File: config.mk
export PLATFORM = sky130hd
export DESIGN_NAME = mem_access_unit
export DESIGN_NICKNAME = d
export VERILOG_FILES = /design/src/rtl/mem_access_unit.sv
export SDC_FILE = /design/constraint.sdc
export NUM_CORES = 1
export LEC_CHECK = 0
export CAP_MARGIN = 40
export CORE_MARGIN = 3
export CORE_UTILIZATION = 45
export DETAILED_ROUTE_END_ITERATION = 7
export PLACE_DENSITY_LB_ADDON = 0.12
export RECOVER_POWER = 25
export SYNTH_ARGS = -nofsm -noshare
export SYNTH_HDL_FRONTEND = slang
export SYNTH_SLANG_ARGS = --single-unit
File: constraint.sdc
create_clock -name clk -period 8.92 [get_ports clk]
set_clock_uncertainty 0.15 [all_clocks]
set_input_delay 1.784 -clock clk [delete_from_list [all_inputs] [get_ports clk]]
set_output_delay 1.784 -clock clk [all_outputs]
set_load 0.1 [all_outputs]
File: src/rtl/mem_access_unit.sv
// mem_access_unit
//   Load/store access unit in front of a 2**AW x 32 data RAM that has a
//   combinational read and a level-sensitive write. The unit takes one request
//   at a time over a valid/ready handshake. It turns byte, halfword and word
//   accesses into RAM word reads and writes. Sub-word stores are done as a
//   read-modify-write. Each request gets exactly one response pulse.
//
// Ports
//   clk, rst          clock; asynchronous active-high reset
//   req_valid/ready   request handshake (ready only while idle)
//   req_we            1 = store, 0 = load
//   req_size          00 byte, 01 half, 10 word, 11 illegal
//   req_signed        sign-extend sub-word loads
//   req_addr          byte address (AW+2 bits)
//   req_wdata         right-justified store data
//   resp_valid        one-cycle completion pulse
//   resp_rdata        load result (0 for stores and errors), held until next response
//   resp_err          misaligned or illegal size, held until next response
//   ram_addr          RAM word address
//   ram_rw            1 = read, 0 = write
//   ram_data_in       RAM write data
//   ram_data_out      RAM read data
module mem_access_unit #(
    parameter int AW = 4,
    parameter int DW = 32
) (
    input  logic            clk,
    input  logic            rst,
    input  logic            req_valid,
    output logic            req_ready,
    input  logic            req_we,
    input  logic [1:0]      req_size,
    input  logic            req_signed,
    input  logic [AW+1:0]   req_addr,
    input  logic [DW-1:0]   req_wdata,
    output logic            resp_valid,
    output logic [DW-1:0]   resp_rdata,
    output logic            resp_err,
    output logic [AW-1:0]   ram_addr,
    output logic            ram_rw,
    output logic [DW-1:0]   ram_data_in,
    input  logic [DW-1:0]   ram_data_out
);

    typedef enum logic [2:0] {
        S_IDLE, S_LOAD, S_RMW_RD, S_WRITE, S_ERR, S_RESP
    } state_t;

    state_t          state_q, state_d;
    logic [1:0]      size_q, size_d;
    logic            signed_q, signed_d;
    logic [1:0]      lane_q, lane_d;
    logic [15:0]     wdata_q, wdata_d;     // only sub-word stores need latched data
    logic [AW-1:0]   ram_addr_q, ram_addr_d;
    logic [DW-1:0]   ram_data_in_q, ram_data_in_d;
    logic [DW-1:0]   resp_rdata_q, resp_rdata_d;
    logic            resp_err_q, resp_err_d;

    logic            req_bad;
    logic [DW-1:0]   shifted;
    logic [DW-1:0]   load_val;
    logic [DW-1:0]   merged;

    // Illegal size or a sub-word/word access that straddles its natural alignment.
    assign req_bad = (req_size == 2'b11) ||
                     (req_size == 2'b01 && req_addr[0]) ||
                     (req_size == 2'b10 && req_addr[1:0] != 2'b00);

    // Bring the addressed lane down to bit 0; halves are aligned so lane_q[0]=0.
    assign shifted = ram_data_out >> {lane_q, 3'b000};

    always_comb begin
        load_val = ram_data_out;
        case (size_q)
            2'b00: load_val = {{24{signed_q & shifted[7]}}, shifted[7:0]};
            2'b01: load_val = {{16{signed_q & shifted[15]}}, shifted[15:0]};
            default: load_val = ram_data_out;
        endcase
    end

    // Replace only the addressed lane(s) of the word just read.
    always_comb begin
        merged = ram_data_out;
        for (int k = 0; k < 4; k++) begin
            if (size_q == 2'b00 && lane_q == 2'(k))
                merged[8*k +: 8] = wdata_q[7:0];
        end
        if (size_q == 2'b01) begin
            if (lane_q[1]) merged[31:16] = wdata_q;
            else           merged[15:0]  = wdata_q;
        end
    end

    always_comb begin
        state_d       = state_q;
        size_d        = size_q;
        signed_d      = signed_q;
        lane_d        = lane_q;
        wdata_d       = wdata_q;
        ram_addr_d    = ram_addr_q;
        ram_data_in_d = ram_data_in_q;
        resp_rdata_d  = resp_rdata_q;
        resp_err_d    = resp_err_q;
        case (state_q)
            S_IDLE: begin
                if (req_valid) begin
                    size_d   = req_size;
                    signed_d = req_signed;
                    lane_d   = req_addr[1:0];
                    wdata_d  = req_wdata[15:0];
                    if (req_bad) begin
                        // RAM-facing registers stay put: errors never touch the RAM.
                        state_d = S_ERR;
                    end else begin
                        ram_addr_d = req_addr[AW+1:2];
                        if (!req_we) begin
                            state_d = S_LOAD;
                        end else if (req_size == 2'b10) begin
                            ram_data_in_d = req_wdata;
                            state_d       = S_WRITE;
                        end else begin
                            state_d = S_RMW_RD;
                        end
                    end
                end
            end
            S_LOAD: begin
                resp_rdata_d = load_val;
                resp_err_d   = 1'b0;
                state_d      = S_RESP;
            end
            S_RMW_RD: begin
                ram_data_in_d = merged;
                state_d       = S_WRITE;
            end
            S_WRITE: begin
                resp_rdata_d = '0;
                resp_err_d   = 1'b0;
                state_d      = S_RESP;
            end
            S_ERR: begin
                resp_rdata_d = '0;
                resp_err_d   = 1'b1;
                state_d      = S_RESP;
            end
            S_RESP:  state_d = S_IDLE;
            default: state_d = S_IDLE;
        endcase
    end

    always_ff @(posedge clk or posedge rst) begin
        if (rst) begin
            state_q       <= S_IDLE;
            size_q        <= 2'b00;
            signed_q      <= 1'b0;
            lane_q        <= 2'b00;
            wdata_q       <= '0;
            ram_addr_q    <= '0;
            ram_data_in_q <= '0;
            resp_rdata_q  <= '0;
            resp_err_q    <= 1'b0;
        end else begin
            state_q       <= state_d;
            size_q        <= size_d;
            signed_q      <= signed_d;
            lane_q        <= lane_d;
            wdata_q       <= wdata_d;
            ram_addr_q    <= ram_addr_d;
            ram_data_in_q <= ram_data_in_d;
            resp_rdata_q  <= resp_rdata_d;
            resp_err_q    <= resp_err_d;
        end
    end

    assign req_ready   = (state_q == S_IDLE);
    assign resp_valid  = (state_q == S_RESP);
    assign ram_rw      = (state_q != S_WRITE);
    assign ram_addr    = ram_addr_q;
    assign ram_data_in = ram_data_in_q;
    assign resp_rdata  = resp_rdata_q;
    assign resp_err    = resp_err_q;

endmodule

==> results of run 1 <==
==> critical path: stages <==
cell,delay [ns]
dlygate4sd3_1,0.60
and2_0,0.14
clkbuf_1,0.95
nand2_1,0.35
mux2_2,0.39
==> layout make-up <==
class / count / area [um^2] / area share [%]
repair buffers: 232 / 2664 / 34.17
clock buffers: 11 / 151.4 / 1.942
flip-flops and latches: 93 / 2327 / 29.86
well taps: 136 / 170.2 / 2.183
multi-input cells: 306 / 2421 / 31.06
clock inverters: 5 / 41.29 / 0.5297
inverters: 5 / 20.02 / 0.2568
==> synth_stat cells, types with 15 or more instances <==
cell type,instances,area [um^2]
a31oi_1,16,100.1
mux2i_1,18,180.2
a221o_1,24,240.2
nor2_1,19,71.32
nand2_1,15,56.30
o21ai_0,41,205.2
a32oi_1,16,140.1
nand3_1,17,85.08
clkbuf_1,21,78.83
mux2_2,65,732.0
dfrtp_1,93,2327
==> per-stage QoR <==
stage | worst slack, ns | hold slack, ns | instance area, um^2 | util, % | cells
finish | 4.819 | 0.3636 | 7795 | 74.50 | 788
global placement | 4.888 | 0.3398 | 6480 | 61.93 | 696
global route | 4.656 | 0.3770 | 7795 | 74.50 | 788
floorplan | 4.566 | 0.3529 | 4920 | - | 444
CTS | 4.812 | 0.3677 | 7791 | 74.47 | 787
detailed placement | 4.964 | 0.3439 | 7599 | 72.63 | 771
==> state kept, by name (all words and copies together) (netlist names) <==
register     flops
resp_rdata      32
wdata_q         16
lane_q           2
size_q           2
ram_addr         4
signed_q         1
state_q          3
resp_err         1
ram_data_in     32
==> cell families after synthesis <==
group	count (synthesis)
AOI/OAI and AO/OA	140
DFF	93
and+or+nand+nor	82
muxes	84
buffers and inverters	45
==> path summary, 6_finish.rpt <==
kind	to
max in group asynchronous	lane_q[1]
setup / recovery	ram_addr[0]
hold / removal	resp_rdata[6]
hold reg to reg	resp_rdata[6]
min in group asynchronous	ram_data_in[15]
setup reg to reg	ram_addr[0]
==> metal layers <==
layer / GRT usage, % / routed length [um]
met1: 37.42 / 6970
met4: 5.008 / 138
met2: 43.24 / 7970
met3: 4.822 / 1082
met5: 0 / 0
==> flow_metrics.env, run 1 <==
export IMPL_crit_start="req_valid"
export IMPL_clock_sinks=93
export IMPL_vias=4715
export IMPL_nets=724
export IMPL_drcViolationCount=0
export IMPL_ys_warn_count=0
export IMPL_rsz0062_at_grt="no"
export IMPL_criticalPathCategory="in -> reg"
export IMPL_drtIter0Drc=332
export IMPL_reg2reg_depth=5
export IMPL_cts_buffers_inserted=9
export IMPL_finalHoldViolCount=0
export IMPL_synth_seq_cells=93
export IMPL_cts_tree="yes"
export IMPL_syn_area_um2=4920
export IMPL_cts_root_buf="clkbuf_8"
export IMPL_yosysSeqAreaShare_pct=47.30
export IMPL_antenna_left=0
export IMPL_reg2reg_slack_ns=5.82
export IMPL_arrival_ns=4.20
export IMPL_synth_simple_area_share_pct=9.512
export IMPL_ys_async_sr_fraction_pct=100.0
export IMPL_numPortBuffers=148
export IMPL_wl_per_cell_um=20.51
export IMPL_worstPathMaxFanout=22
export IMPL_worstSetupStartpointType="input pin"
export IMPL_finalSetupViolCount=0
export IMPL_die_h_um=110.6
export IMPL_final_cell_mix="145 x clkdlybuf4s50_1, 93 x dfrtp_1, 71 x buf_8"
export IMPL_routed_via_density=5.984
export IMPL_fmax_mhz=243.9
export IMPL_synth_top_family_by_area="compound AO/OA/AOI/OAI gates"
export IMPL_routed_wl_um=16160
export IMPL_holdBufCountCts=0
export IMPL_post_cts_buffers=0
export IMPL_tightest_slew_ns=1.801
export IMPL_grt_max_degree=53
export IMPL_grt_pass1_vias=4808
export IMPL_muxShareOfSynthArea_pct=19.00
export IMPL_ctsResizeCount=0
export IMPL_io_pins=149
export IMPL_hpwl_um=12410
export IMPL_ys_flop_type="dfrtp_1"
export IMPL_ys_types=45
export IMPL_core_region_area_um2=10460
export IMPL_initial_utilization_pct=47.02
export IMPL_synth_compound_area_share_pct=20.14
export IMPL_cts_path_max_buffers=2
export IMPL_drv_cap=1
export IMPL_row_count=37
export IMPL_synthXorXnorAreaFrac_pct=0
export IMPL_hp_start="resp_rdata[6]"
export IMPL_synth_edf_count=0
export IMPL_clkTransAtPathRegs_ns=0.10
export IMPL_drt_pass1_iterations=5
export IMPL_hold_class="reg -> reg"
export IMPL_finalCriticalPeriod_ns=4.101
export IMPL_drive_above_1_share_pct=27.30
export IMPL_overflow=0
export IMPL_worst_hold_path_num_cells=1
export IMPL_r2r_start="state_q[2]"
export IMPL_synthAdderAreaFrac_pct=0
export IMPL_mostFrequentLayoutCell="clkdlybuf4s50_1"
export IMPL_relSlewSlack_pct=-20.73
export IMPL_violations="capacitance limit, slew limit"
export IMPL_synth_nets=521
export IMPL_dieArea_um2=12220
export IMPL_routabilityCongestion=0.8369
export IMPL_min_period_over_period_pct=45.97
export IMPL_critPathRequiredTime_ns=9.02
export IMPL_ctsHtreeMaxLevel=3
export IMPL_n_fill_cell=732
export IMPL_slew_viol_final=43
export IMPL_antenna_cells=0
export IMPL_status="finished, violations left"
export IMPL_dieWidth_um=110.6
export IMPL_synth_cells=444
export IMPL_track_usage_pct=26.52
export IMPL_grt_pass1_wl_um=26310
export IMPL_setup_tns_final_ns=0
export IMPL_cp_end_kind="register"
export IMPL_syn_area_per_cell_um2=11.08
export IMPL_synthToLayoutAreaGrowth_pct=58.44
export IMPL_antenna_found_initial=0
export IMPL_clkLatencyLatePin_ns=0.36
Power of run 1 is left out: the tool's default activity adds up to more than one toggle a clock period on the data nets, which glitch-free logic cannot reach.
==> inputs of run 2 (changes only) <==
--- a/config.mk
+++ b/config.mk
@@ -7,7 +7,7 @@
 export LEC_CHECK = 0
 export CAP_MARGIN = 40
 export CORE_MARGIN = 3
-export CORE_UTILIZATION = 45
+export CORE_UTILIZATION = 43
 export DETAILED_ROUTE_END_ITERATION = 7
 export PLACE_DENSITY_LB_ADDON = 0.12
 export RECOVER_POWER = 25
==> constraint.sdc (replaced) <==
create_clock -name clk -period 3.7 [get_ports clk]
set_clock_uncertainty 0.15 [all_clocks]
set_input_delay 0.74 -clock clk [delete_from_list [all_inputs] [get_ports clk]]
set_output_delay 0.74 -clock clk [all_outputs]
set_load 0.1 [all_outputs]
==> run 2 against run 1 <==
Against the previous run:
- the run still ends with capacitance limit, slew limit left
- count of clock-buffer cells in the layout decreased by 2
- global-route usage fell by 2.5 points
- final cell count fell by 2.8%
- critical path depth fell by 1
- hold slack got worse by 0.0053 ns
- utilization decreased by 7.0 points
- via count decreased by 4.0%
- sequential share of layout area rose by 1.4 points
- design area is 4.5% lower
- die area increased by 4.4%
- worst setup slack got worse by 3.9 ns
- first-iteration DRC count fell by 4.5%
- critical path type is now reg -> reg
- largest cell class is now multi-input combinational cells
==> flow_metrics.env, run 2 (synthesized netlist as in run 1, its figures left out) <==
export IMPL_grt_pass1_wl_um=24150
export IMPL_numPortBuffers=148
export IMPL_routed_wl_um=15540
export IMPL_wl_per_cell_um=20.29
export IMPL_finalCriticalPeriod_ns=2.755
export IMPL_nets=698
export IMPL_critPathRequiredTime_ns=3.77
export IMPL_placed_cell_area_um2=7166
export IMPL_hold_class="reg -> reg"
export IMPL_finalHoldViolCount=0
export IMPL_die_h_um=113.0
export IMPL_grt_max_degree=51
export IMPL_slew_viol_final=44
export IMPL_tightest_slew_ns=1.972
export IMPL_ctsResizeCount=0
export IMPL_crit_path_max_incr_delay_ns=0.81
export IMPL_core_region_area_um2=11030
export IMPL_synthToLayoutAreaGrowth_pct=51.37
export IMPL_min_period_over_period_pct=74.46
export IMPL_cts_path_max_buffers=2
export IMPL_violations="capacitance limit, slew limit"
export IMPL_cts_tree="yes"
export IMPL_slowest_stage="nor2b_1"
export IMPL_initial_utilization_pct=44.60
export IMPL_dieArea_um2=12760
export IMPL_io_pins=149
export IMPL_routed_via_density=5.907
export IMPL_setup_tns_final_ns=0
export IMPL_clock_sinks=93
export IMPL_drive_above_1_share_pct=28.43
export IMPL_post_cts_buffers=0
export IMPL_cp_end_kind="register"
export IMPL_drcViolationCount=0
export IMPL_track_usage_pct=23.99
export IMPL_routabilityCongestion=0.8430
export IMPL_rsz0062_at_grt="no"
export IMPL_clkLatencyLatePin_ns=0.34
export IMPL_cts_root_buf="clkbuf_16"
export IMPL_vias=4525
export IMPL_status="finished, violations left"
export IMPL_layout_area_seq_um2=2327
export IMPL_multiInputGateArea_um2=2421
export IMPL_drv_cap=1
export IMPL_fmax_mhz=363.0
export IMPL_critical_path_top_delay_family="simple AND/OR/NAND/NOR gates"
export IMPL_drtIter0Drc=317
export IMPL_cts_buffers_inserted=9
export IMPL_ctsHtreeMaxLevel=3
export IMPL_overflow=0
export IMPL_holdBufCountCts=0
export IMPL_grt_pass1_vias=4486
export IMPL_row_count=38
export IMPL_worstPathMaxFanout=23
export IMPL_final_cell_mix="122 x clkdlybuf4s50_1, 93 x dfrtp_1, 65 x mux2_2"
export IMPL_path_cells="nor2b_1 -> a21o_1 -> o21ai_0 -> mux2_2"
export IMPL_n_fill_cell=819
export IMPL_antenna_cells=0
export IMPL_clkTransAtPathRegs_ns=0.07
export IMPL_antenna_left=0
export IMPL_criticalPathCategory="reg -> reg"
export IMPL_hpwl_um=11700
export IMPL_path_buf_inv=0
export IMPL_relSlewSlack_pct=-32.21
export IMPL_mostFrequentLayoutCell="clkdlybuf4s50_1"
export IMPL_final_area_um2=7447
export IMPL_drt_pass1_iterations=5
export IMPL_finalSetupViolCount=0
export IMPL_arrival_ns=2.82
export IMPL_worstSetupStartpointType="register"
export IMPL_dieWidth_um=113.0
export IMPL_antenna_found_initial=0
-- run 2: stage by stage --
| stage | std cells | hold WS (ns) | worst slack (ns) | util, % |
|---|---|---|---|---|
| 2_1_floorplan | 444 | 0.3529 | 0.3897 | - |
| 3_3_place_gp | 702 | 0.3378 | 0.8585 | 58.47 |
| 3_5_place_dp | 750 | 0.3468 | 0.7977 | 64.96 |
| 4_1_cts | 766 | 0.3636 | 0.9814 | 67.51 |
| 5_1_grt | 766 | 0.3741 | 0.7284 | 67.51 |
| 6_report | 766 | 0.3582 | 0.9451 | 67.51 |
-- run 2: metal layers --
metal	up-vias	wire length [um]	track usage, %
met4	0	206	6.250
met1	2239	6940	34.86
met2	202	7329	38.19
met5	-	0	0
met3	21	1065	3.048
li1	2063	-	-
-- run 2: area by class of cell --
cell class              count  share of cell area (%)
repair buffers            206                   29.84
multi-input cells         306                   32.51
clock buffers               9                   3.024
inverters                   5                  0.2688
flip-flops and latches     93                   31.25
clock inverters             7                  0.7560
well taps                 140                   2.352
-- run 2: path summary, 6_finish.rpt --
path                                start         endpoint  slack (ns)  cells after the start
max                             lane_q[1]  ram_data_in[27]        0.95                      4
min                        ram_data_in[1]   ram_data_in[1]        0.36                      1
max reg2reg                     lane_q[1]  ram_data_in[27]        0.95                      4
min reg2reg                ram_data_in[1]   ram_data_in[1]        0.36                      1
max in group asynchronous             rst       wdata_q[7]        1.24                      3
min in group asynchronous             rst         resp_err        1.21                      2
-- run 2: worst register-to-register path: cells and delay by family (launching register included) --
family / cells / cell delay (ns)
DFF: 1 / 0.80
AOI/OAI and AO/OA: 2 / 0.57
muxes: 1 / 0.30
and+or+nand+nor: 1 / 0.82
Power of run 2 is left out for the same reason.
